[config.mk]
export PLATFORM = sky130hd
export DESIGN_NAME = sdram_init_gen
export DESIGN_NICKNAME = d
export VERILOG_FILES = /design/src/rtl/sdram_pkg.sv /design/src/rtl/sdram_wait_cnt.sv /design/src/rtl/sdram_init_gen.sv
export SDC_FILE = /design/constraint.sdc
export NUM_CORES = 1
export LEC_CHECK = 0
export ABC_AREA = 1
export BUFFER_PORTS_ARGS = -buffer_cell sky130_fd_sc_hd__buf_2
export CORE_MARGIN = 2
export CORE_UTILIZATION = 56
export DETAILED_ROUTE_END_ITERATION = 7
export GPL_TIMING_DRIVEN = 0
export MAX_ROUTING_LAYER = met4
export PLACE_DENSITY_LB_ADDON = 0.2
export SETUP_SLACK_MARGIN = 0.1
export SLEW_MARGIN = 20
export SYNTH_ARGS = -nofsm -noshare
export SYNTH_HDL_FRONTEND = slang
export SYNTH_HIERARCHICAL = 1
export SYNTH_SLANG_ARGS = --single-unit
[constraint.sdc]
create_clock -name s_clk -period 2.08 [get_ports s_clk]
set_clock_uncertainty 0.15 [all_clocks]
set_input_delay 0.104 -clock s_clk [delete_from_list [all_inputs] [get_ports s_clk]]
set_output_delay 0.104 -clock s_clk [all_outputs]
set_load 0.02 [all_outputs]
[src/rtl/sdram_pkg.sv]
// sdram_pkg
// Shared definitions for the SDRAM initialisation generator:
//   - SDRAM command encodings {cs_n, ras_n, cas_n, we_n}
//   - mode-register field positions and a helper that builds the mode word
//   - FSM state typedef used by sdram_init_gen
// No ports (package).
package sdram_pkg;

   localparam logic [3:0] CMD_NOP     = 4'b0111;
   localparam logic [3:0] CMD_PRECHAR = 4'b0010;
   localparam logic [3:0] CMD_AREF    = 4'b0001;
   localparam logic [3:0] CMD_MRSET   = 4'b0000;

   // A10 high during PRECHARGE selects all banks.
   localparam int unsigned A10_BIT = 10;

   // Mode register field positions.
   localparam int unsigned MR_BL_LSB = 0;
   localparam int unsigned MR_BT_BIT = 3;
   localparam int unsigned MR_CL_LSB = 4;
   localparam int unsigned MR_OP_LSB = 7;
   localparam int unsigned MR_WB_BIT = 9;

   typedef enum logic [2:0] {
      PWRUP,
      PRECH,
      WAIT_TRP,
      AREF,
      WAIT_TRFC,
      MRS,
      WAIT_TMRD,
      DONE
   } init_state_t;

   // Mode word: WB=0 (burst write), OP=00 (standard), BT=0 (sequential).
   function automatic logic [10:0] mode_word(input logic [2:0] cl, input logic [2:0] bl);
      logic [10:0] w;
      w                    = '0;
      w[MR_BL_LSB +: 3]    = bl;
      w[MR_BT_BIT]         = 1'b0;
      w[MR_CL_LSB +: 3]    = cl;
      w[MR_OP_LSB +: 2]    = 2'b00;
      w[MR_WB_BIT]         = 1'b0;
      return w;
   endfunction

endpackage

[src/rtl/sdram_wait_cnt.sv]
// sdram_wait_cnt
// Loadable down-counter used for all command-to-command spacing waits.
// Loading takes priority; otherwise the count decrements and saturates at 0.
// Ports:
//   clk      - clock
//   rst      - synchronous active-high reset (count cleared)
//   load     - load load_val this cycle
//   load_val - value to load
//   zero     - count is 0
module sdram_wait_cnt #(
   parameter int unsigned W = 4
) (
   input  logic         clk,
   input  logic         rst,
   input  logic         load,
   input  logic [W-1:0] load_val,
   output logic         zero
);

   logic [W-1:0] cnt;

   always_ff @(posedge clk) begin
      if (rst) begin
         cnt <= '0;
      end else if (load) begin
         cnt <= load_val;
      end else if (cnt != '0) begin
         cnt <= cnt - 1'b1;
      end
   end

   assign zero = (cnt == '0);

endmodule

[src/rtl/sdram_init_gen.sv]
// sdram_init_gen
// SDRAM power-up initialisation sequencer: NOP for CLK_MHZ*PWRUP_US cycles,
// PRECHARGE-all, AREF_NUM auto-refreshes, MODE REGISTER SET, then done.
// Outputs are registered from the current state, so each command appears one
// cycle after its FSM state is entered.
// Optional feature: define SDRAM_INIT_REINIT_EN to add reinit_req, which
// restarts the sequence at PRECH (no power-up delay) when pulsed in DONE.
// Ports:
//   s_clk         - clock
//   s_rst         - synchronous active-high reset
//   reinit_req    - (SDRAM_INIT_REINIT_EN only) re-run the sequence from DONE
//   cmd           - SDRAM command {cs_n, ras_n, cas_n, we_n}
//   sdram_addr    - SDRAM address bus
//   bank_addr     - bank address (always 0)
//   flag_init_end - sticky initialisation-complete flag
//   init_busy     - sequence running (after power-up delay, before done)
module sdram_init_gen
   import sdram_pkg::*;
#(
   parameter int unsigned CLK_MHZ  = 50,
   parameter int unsigned PWRUP_US = 200,
   parameter int unsigned ADDR_W   = 12,
   parameter int unsigned BA_W     = 2,
   parameter int unsigned TRP_CYC  = 2,
   parameter int unsigned TRFC_CYC = 7,
   parameter int unsigned TMRD_CYC = 2,
   parameter int unsigned AREF_NUM = 2,
   parameter int unsigned MODE_CL  = 3,
   parameter logic [2:0]  MODE_BL  = 3'b010
) (
   input  logic              s_clk,
   input  logic              s_rst,
`ifdef SDRAM_INIT_REINIT_EN
   input  logic              reinit_req,
`endif
   output logic [3:0]        cmd,
   output logic [ADDR_W-1:0] sdram_addr,
   output logic [BA_W-1:0]   bank_addr,
   output logic              flag_init_end,
   output logic              init_busy
);

   localparam int unsigned PWRUP_CYC = CLK_MHZ * PWRUP_US;
   localparam int unsigned PWR_W     = $clog2(PWRUP_CYC + 1);

   localparam int unsigned WAIT_MAX_A = (TRP_CYC > TRFC_CYC) ? TRP_CYC : TRFC_CYC;
   localparam int unsigned WAIT_MAX   = (WAIT_MAX_A > TMRD_CYC) ? WAIT_MAX_A : TMRD_CYC;
   localparam int unsigned WAIT_W     = (WAIT_MAX > 1) ? $clog2(WAIT_MAX) : 1;

   init_state_t       state, state_d;
   logic [PWR_W-1:0]  pwr_cnt;
   logic [3:0]        aref_cnt;
   logic              wait_load;
   logic [WAIT_W-1:0] wait_val;
   logic              wait_zero;
   logic              reinit_fire;
   logic [3:0]        cmd_d;
   logic [ADDR_W-1:0] addr_d;
   logic              flag_d;
   logic              busy_d;

`ifdef SDRAM_INIT_REINIT_EN
   assign reinit_fire = reinit_req && (state == DONE);
`else
   assign reinit_fire = 1'b0;
`endif

   sdram_wait_cnt #(
      .W (WAIT_W)
   ) u_wait_cnt (
      .clk      (s_clk),
      .rst      (s_rst),
      .load     (wait_load),
      .load_val (wait_val),
      .zero     (wait_zero)
   );

   always_comb begin
      state_d   = state;
      wait_load = 1'b0;
      wait_val  = '0;
      cmd_d     = CMD_NOP;
      addr_d    = '0;
      flag_d    = 1'b0;
      busy_d    = 1'b1;

      unique case (state)
         // Leave one cycle early: the PRECHAR output lags the PRECH state by one.
         PWRUP:               if (pwr_cnt == PWR_W'(PWRUP_CYC - 1)) state_d = PRECH;
         PRECH, WAIT_TRP:     state_d = wait_zero ? AREF : WAIT_TRP;
         AREF, WAIT_TRFC: begin
            if (!wait_zero)                        state_d = WAIT_TRFC;
            else if (aref_cnt == 4'(AREF_NUM))     state_d = MRS;
            else                                   state_d = AREF;
         end
         MRS, WAIT_TMRD:      state_d = wait_zero ? DONE : WAIT_TMRD;
         DONE:                if (reinit_fire) state_d = PRECH;
         default:             state_d = PWRUP;
      endcase

      // Spacing is counted from the edge the command state is entered.
      unique case (state_d)
         PRECH: begin
            wait_load = 1'b1;
            wait_val  = WAIT_W'(TRP_CYC - 1);
         end
         AREF: begin
            wait_load = 1'b1;
            wait_val  = WAIT_W'(TRFC_CYC - 1);
         end
         MRS: begin
            wait_load = 1'b1;
            wait_val  = WAIT_W'(TMRD_CYC - 1);
         end
         default: ;
      endcase

      unique case (state)
         PRECH: begin
            cmd_d           = CMD_PRECHAR;
            addr_d[A10_BIT] = 1'b1;
         end
         AREF:  cmd_d = CMD_AREF;
         MRS: begin
            cmd_d  = CMD_MRSET;
            addr_d = ADDR_W'(mode_word(3'(MODE_CL), MODE_BL));
         end
         default: ;
      endcase

      // A reinit request clears the flag on the same edge it is accepted.
      flag_d = (state == DONE) && !reinit_fire;
      busy_d = (state != PWRUP) && (state != DONE);
   end

   always_ff @(posedge s_clk) begin
      if (s_rst) begin
         state         <= PWRUP;
         pwr_cnt       <= '0;
         aref_cnt      <= '0;
         cmd           <= CMD_NOP;
         sdram_addr    <= '0;
         bank_addr     <= '0;
         flag_init_end <= 1'b0;
         init_busy     <= 1'b0;
      end else begin
         state         <= state_d;
         cmd           <= cmd_d;
         sdram_addr    <= addr_d;
         bank_addr     <= '0;
         flag_init_end <= flag_d;
         init_busy     <= busy_d;
         if (state == PWRUP) pwr_cnt <= pwr_cnt + 1'b1;
         if (state_d == PRECH)     aref_cnt <= '0;
         else if (state_d == AREF) aref_cnt <= aref_cnt + 1'b1;
      end
   end

endmodule

==> out/summary.txt <==
RUN STATUS
----------------------------------------------------------------------------------------
Result of the run                                                           complete, but fails checks
Violations in the final reports                                             design-rule violations

FLOORPLAN
----------------------------------------------------------------------------------------
Chip width                                                                       58.7 um
Die height                                                                       58.7 um
Number of I/O pins                                                                    22
Number of rows created at floorplan                                                   19
Area of the core                                                                2810 um2
Initial Util                                                                       0.598
Area of the die                                                                 3450 um2

CELLS AND AREA
----------------------------------------------------------------------------------------
Nets                                                                                 265
Antenna diodes                                                                         0
Area grow syn2layout                                                               15.4%
Fraction of layout cells with a size suffix above 1                                0.252

CLOCK NETWORK
----------------------------------------------------------------------------------------
Maximum buffer depth of the clock tree                                                 2
Number of clock sinks                                                                 31
H-tree levels                                                                          2
Clock insertion delay at the later pin of the skew report                        0.33 ns
CTS clock-pin slew for the worst setup and hold paths                            0.10 ns
Root Driver                                                                 sky130_fd_sc_hd__clkbuf_4
CTS tree                                                                           built
Setup Buffers After CTS                                                                0
Cts bufs inserted                                                                      5

PLACE
----------------------------------------------------------------------------------------
Buffers on Ports                                                                      10
Post-Place Worst Slack                                                        -0.0211 ns
Last weighted congestion value of the routability-driven placer                    0.839
Placed wire-length estimate                                                      2150 um

SETUP PATH
----------------------------------------------------------------------------------------
Crit end category                                                              flip-flop
R2r setup slk                                                                    0.23 ns
Depth of the worst register-to-register path                                          11
Startpoint types                                                               flip-flop
Data required time at the worst endpoint                                         2.16 ns
Critical path arrival                                                            1.93 ns
RR Endpoint                                                                 u_wait_cnt/cnt[1]
Maximum fanout along the worst path                                                    8
Class of the most critical setup path                                       flip-flop to flip-flop
Worst reg2reg path startpoint                                                   state[0]

SYNTH
----------------------------------------------------------------------------------------
Yosys synthesis warning count                                                          6
Avg Synthesized Cell Area                                                       7.30 um2
Number of instances in the synthesized netlist                                       230
Sequential-to-total area share from yosys stat                                     0.370
Netlist cell types                                                                    31
Share of async-settable or async-resettable flops after synthesis                      0
Primary FF master, synth                                                    sky130_fd_sc_hd__dfxtp_1
Area of the mapped netlist                                                      1680 um2
Register bit total from synthesis                                                     31
Number of enable flip-flop cells after synthesis                                       0

DETAILED ROUTING
----------------------------------------------------------------------------------------
Vias per cell                                                                       4.82
Number of routed nets with antenna violations                                          0
Drc violations                                                                         3
Average wire length per cell after detail routing                                10.3 um
Detailed-routing iteration count for the pre-antenna-repair pass                       6
Initial DRC Count                                                                     50
Total detailed-routing wirelength                                                2960 um
Total number of vias                                                                1394

GLOBAL ROUTE
----------------------------------------------------------------------------------------
First-pass GRT wire length                                                       4970 um
GRT Overall Usage                                                                  0.196
Aggregate global routing overflow                                                      0
Antenna violations before repair                                                       0
Largest net degree at the start of global routing                                     11
Number of global-route vias before repair                                           1199

WORST HOLD PATH
----------------------------------------------------------------------------------------
End of the worst hold path                                                    pwr_cnt[1]
Hold Path Origin                                                              pwr_cnt[1]
Tightest Hold Check Type                                                    flip-flop to flip-flop
Number of cells on the worst hold path                                                 2

TIMING
----------------------------------------------------------------------------------------
Final Worst Setup Slack                                                         0.229 ns
Final period demand of the worst path                                            1.85 ns
Fmax achieved                                                                  0.540 GHz
Final setup viols                                                                      0
Max-slew violation total from the final report                                         0
Final Hold Fails                                                                       0
Portion of the clock cycle consumed by the worst path in the final layout          0.890
Unrepaired setup endpoints after global routing                                    false

POWER AND IR DROP
----------------------------------------------------------------------------------------
Overall Power                                                                  0.00137 W
Leak                                                                            0.912 nW
Maximum resistive drop on vdd                                                 0.000625 V
Power density relative to cell area                                           707 nW/um2

RUN
----------------------------------------------------------------------------------------
Count of max-cap constraint violations                                                 0

cell families (layout without fill, tap and decap cells):
group | count (synthesis) | after routing | synth area share
buffers and inverters | 52 | 70 | 0.148
adder cells (fa/ha/maj) | 5 | 5 | 0.0373
AND/OR/NAND/NOR | 108 | 108 | 0.324
other | 1 | 11 | 0.00223
flip-flops | 31 | 31 | 0.370
AO/OA/AOI/OAI | 29 | 29 | 0.0977
XOR/XNOR | 4 | 4 | 0.0209
cell usage in the layout, fill, tap and decap left out, types with 4 or more instances in the layout:
cell / count
sky130_fd_sc_hd__a21oi_1: 13
sky130_fd_sc_hd__buf_2: 10
sky130_fd_sc_hd__buf_4: 14
sky130_fd_sc_hd__clkbuf_4: 5
sky130_fd_sc_hd__conb_1: 11
sky130_fd_sc_hd__dfxtp_1: 27
sky130_fd_sc_hd__dfxtp_2: 4
sky130_fd_sc_hd__inv_1: 30
sky130_fd_sc_hd__inv_2: 7
sky130_fd_sc_hd__nand2_1: 42
sky130_fd_sc_hd__nand2_4: 4
sky130_fd_sc_hd__nand3_1: 12
sky130_fd_sc_hd__nand4_1: 6
sky130_fd_sc_hd__nor2_1: 25
sky130_fd_sc_hd__nor2_4: 5
sky130_fd_sc_hd__o21ai_0: 9
critical path: stages (launching register included):
cell and delay (ns):
sky130_fd_sc_hd__dfxtp_1 0.47, sky130_fd_sc_hd__nor2_4 0.09, sky130_fd_sc_hd__nand2_4 0.15, sky130_fd_sc_hd__inv_1 0.13, sky130_fd_sc_hd__nand2_4 0.14, sky130_fd_sc_hd__nand2_2 0.09, sky130_fd_sc_hd__nor2_4 0.18, sky130_fd_sc_hd__inv_2 0.07
sky130_fd_sc_hd__nand3_2 0.11, sky130_fd_sc_hd__inv_1 0.05, sky130_fd_sc_hd__nor2_1 0.08, sky130_fd_sc_hd__nor2_1 0.05
what timing repair did:
action | in CTS | in global routing
hold endpoints to repair | 3 | 0
setup endpoints to repair | 3 | 3
resized for setup | 2 | 15
hold buffers | 1 | 0
pin swaps | 0 | 2
how the worst max path moves through the flow:
stage | from | end | slack (ns) | depth (start not counted)
3_3_place_gp | u_wait_cnt/cnt[0] | u_wait_cnt/cnt[1] | 0.02 | 13
3_5_place_dp | u_wait_cnt/cnt[0] | u_wait_cnt/cnt[1] | -0.02 | 13
5_1_grt | u_wait_cnt/cnt[1] | u_wait_cnt/cnt[2] | 0.10 | 14
4_1_cts | u_wait_cnt/cnt[0] | u_wait_cnt/cnt[1] | 0.10 | 13
6_report | state[0] | u_wait_cnt/cnt[1] | 0.23 | 11
2_1_floorplan | u_wait_cnt/cnt[0] | u_wait_cnt/cnt[1] | 0.25 | 13
flip-flops by register name (all words and copies together), names as in the netlist:
register        count
cmd                 3
pwr_cnt            14
aref_cnt            4
state               3
u_wait_cnt/cnt      3
sdram_addr          2
flag_init_end       1
init_busy           1
per-stage QoR:
stage | instance area, um2 | TNS, ns | hold slack (ns) | util | cells
final | 1940 | 0 | 0.356 | 0.690 | 289
after global routing | 1940 | 0 | 0.374 | 0.690 | 289
after CTS | 1890 | 0 | 0.355 | 0.675 | 289
after detailed placement | 1800 | -0.0211 | 0.178 | 0.643 | 281
after global placement | 1800 | 0 | 0.174 | 0.643 | 281
after floorplan | 1720 | 0 | 0.0164 | - | 240
power breakdown:
group | internal (W) | switching (W) | leakage, nW
Combinational | 0.000118 | 0.000161 | 0.622
Sequential | 0.000622 | 0.0000227 | 0.252
Clock | 0.000248 | 0.000197 | 0.0383
Total | 0.000988 | 0.000381 | 0.912
final cells by class:
class | instances | area [um2]
Fill cell | 255 | 870
Sequential cell | 31 | 626
Clock inverter | 1 | 30.0
Buffer | 15 | 109
Multi-Input combinational cell | 157 | 892
Inverter | 37 | 139
Clock buffer | 6 | 41.3
Tap cell | 31 | 38.8
Timing Repair Buffer | 11 | 60.1
cell usage after synthesis (2+ instances only):
library cell	n	share of area
sky130_fd_sc_hd__nand2_1	43	0.096
sky130_fd_sc_hd__inv_1	33	0.074
sky130_fd_sc_hd__dfxtp_1	31	0.37
sky130_fd_sc_hd__nor2_1	27	0.060
sky130_fd_sc_hd__buf_4	14	0.063
sky130_fd_sc_hd__a21oi_1	13	0.039
sky130_fd_sc_hd__nand3_1	12	0.036
sky130_fd_sc_hd__o21ai_0	9	0.027
sky130_fd_sc_hd__nand4_1	6	0.022
sky130_fd_sc_hd__ha_1	5	0.037
sky130_fd_sc_hd__inv_2	4	0.0089
sky130_fd_sc_hd__nand2_2	4	0.015
sky130_fd_sc_hd__nor2_4	4	0.027
sky130_fd_sc_hd__nand3_2	3	0.018
sky130_fd_sc_hd__nor3_1	3	0.0089
sky130_fd_sc_hd__nand2_4	2	0.013
sky130_fd_sc_hd__xnor2_1	2	0.010
sky130_fd_sc_hd__xor2_1	2	0.010
routing by layer:
layer	global-route usage	wire length (um)	up-vias
met5	-	0	-
li1	-	-	757
met3	0.0593	131	8
met2	0.300	1340	24
met1	0.242	1440	605
met4	0.0779	55	0
Note: power is estimated with default switching activity, not from simulation.
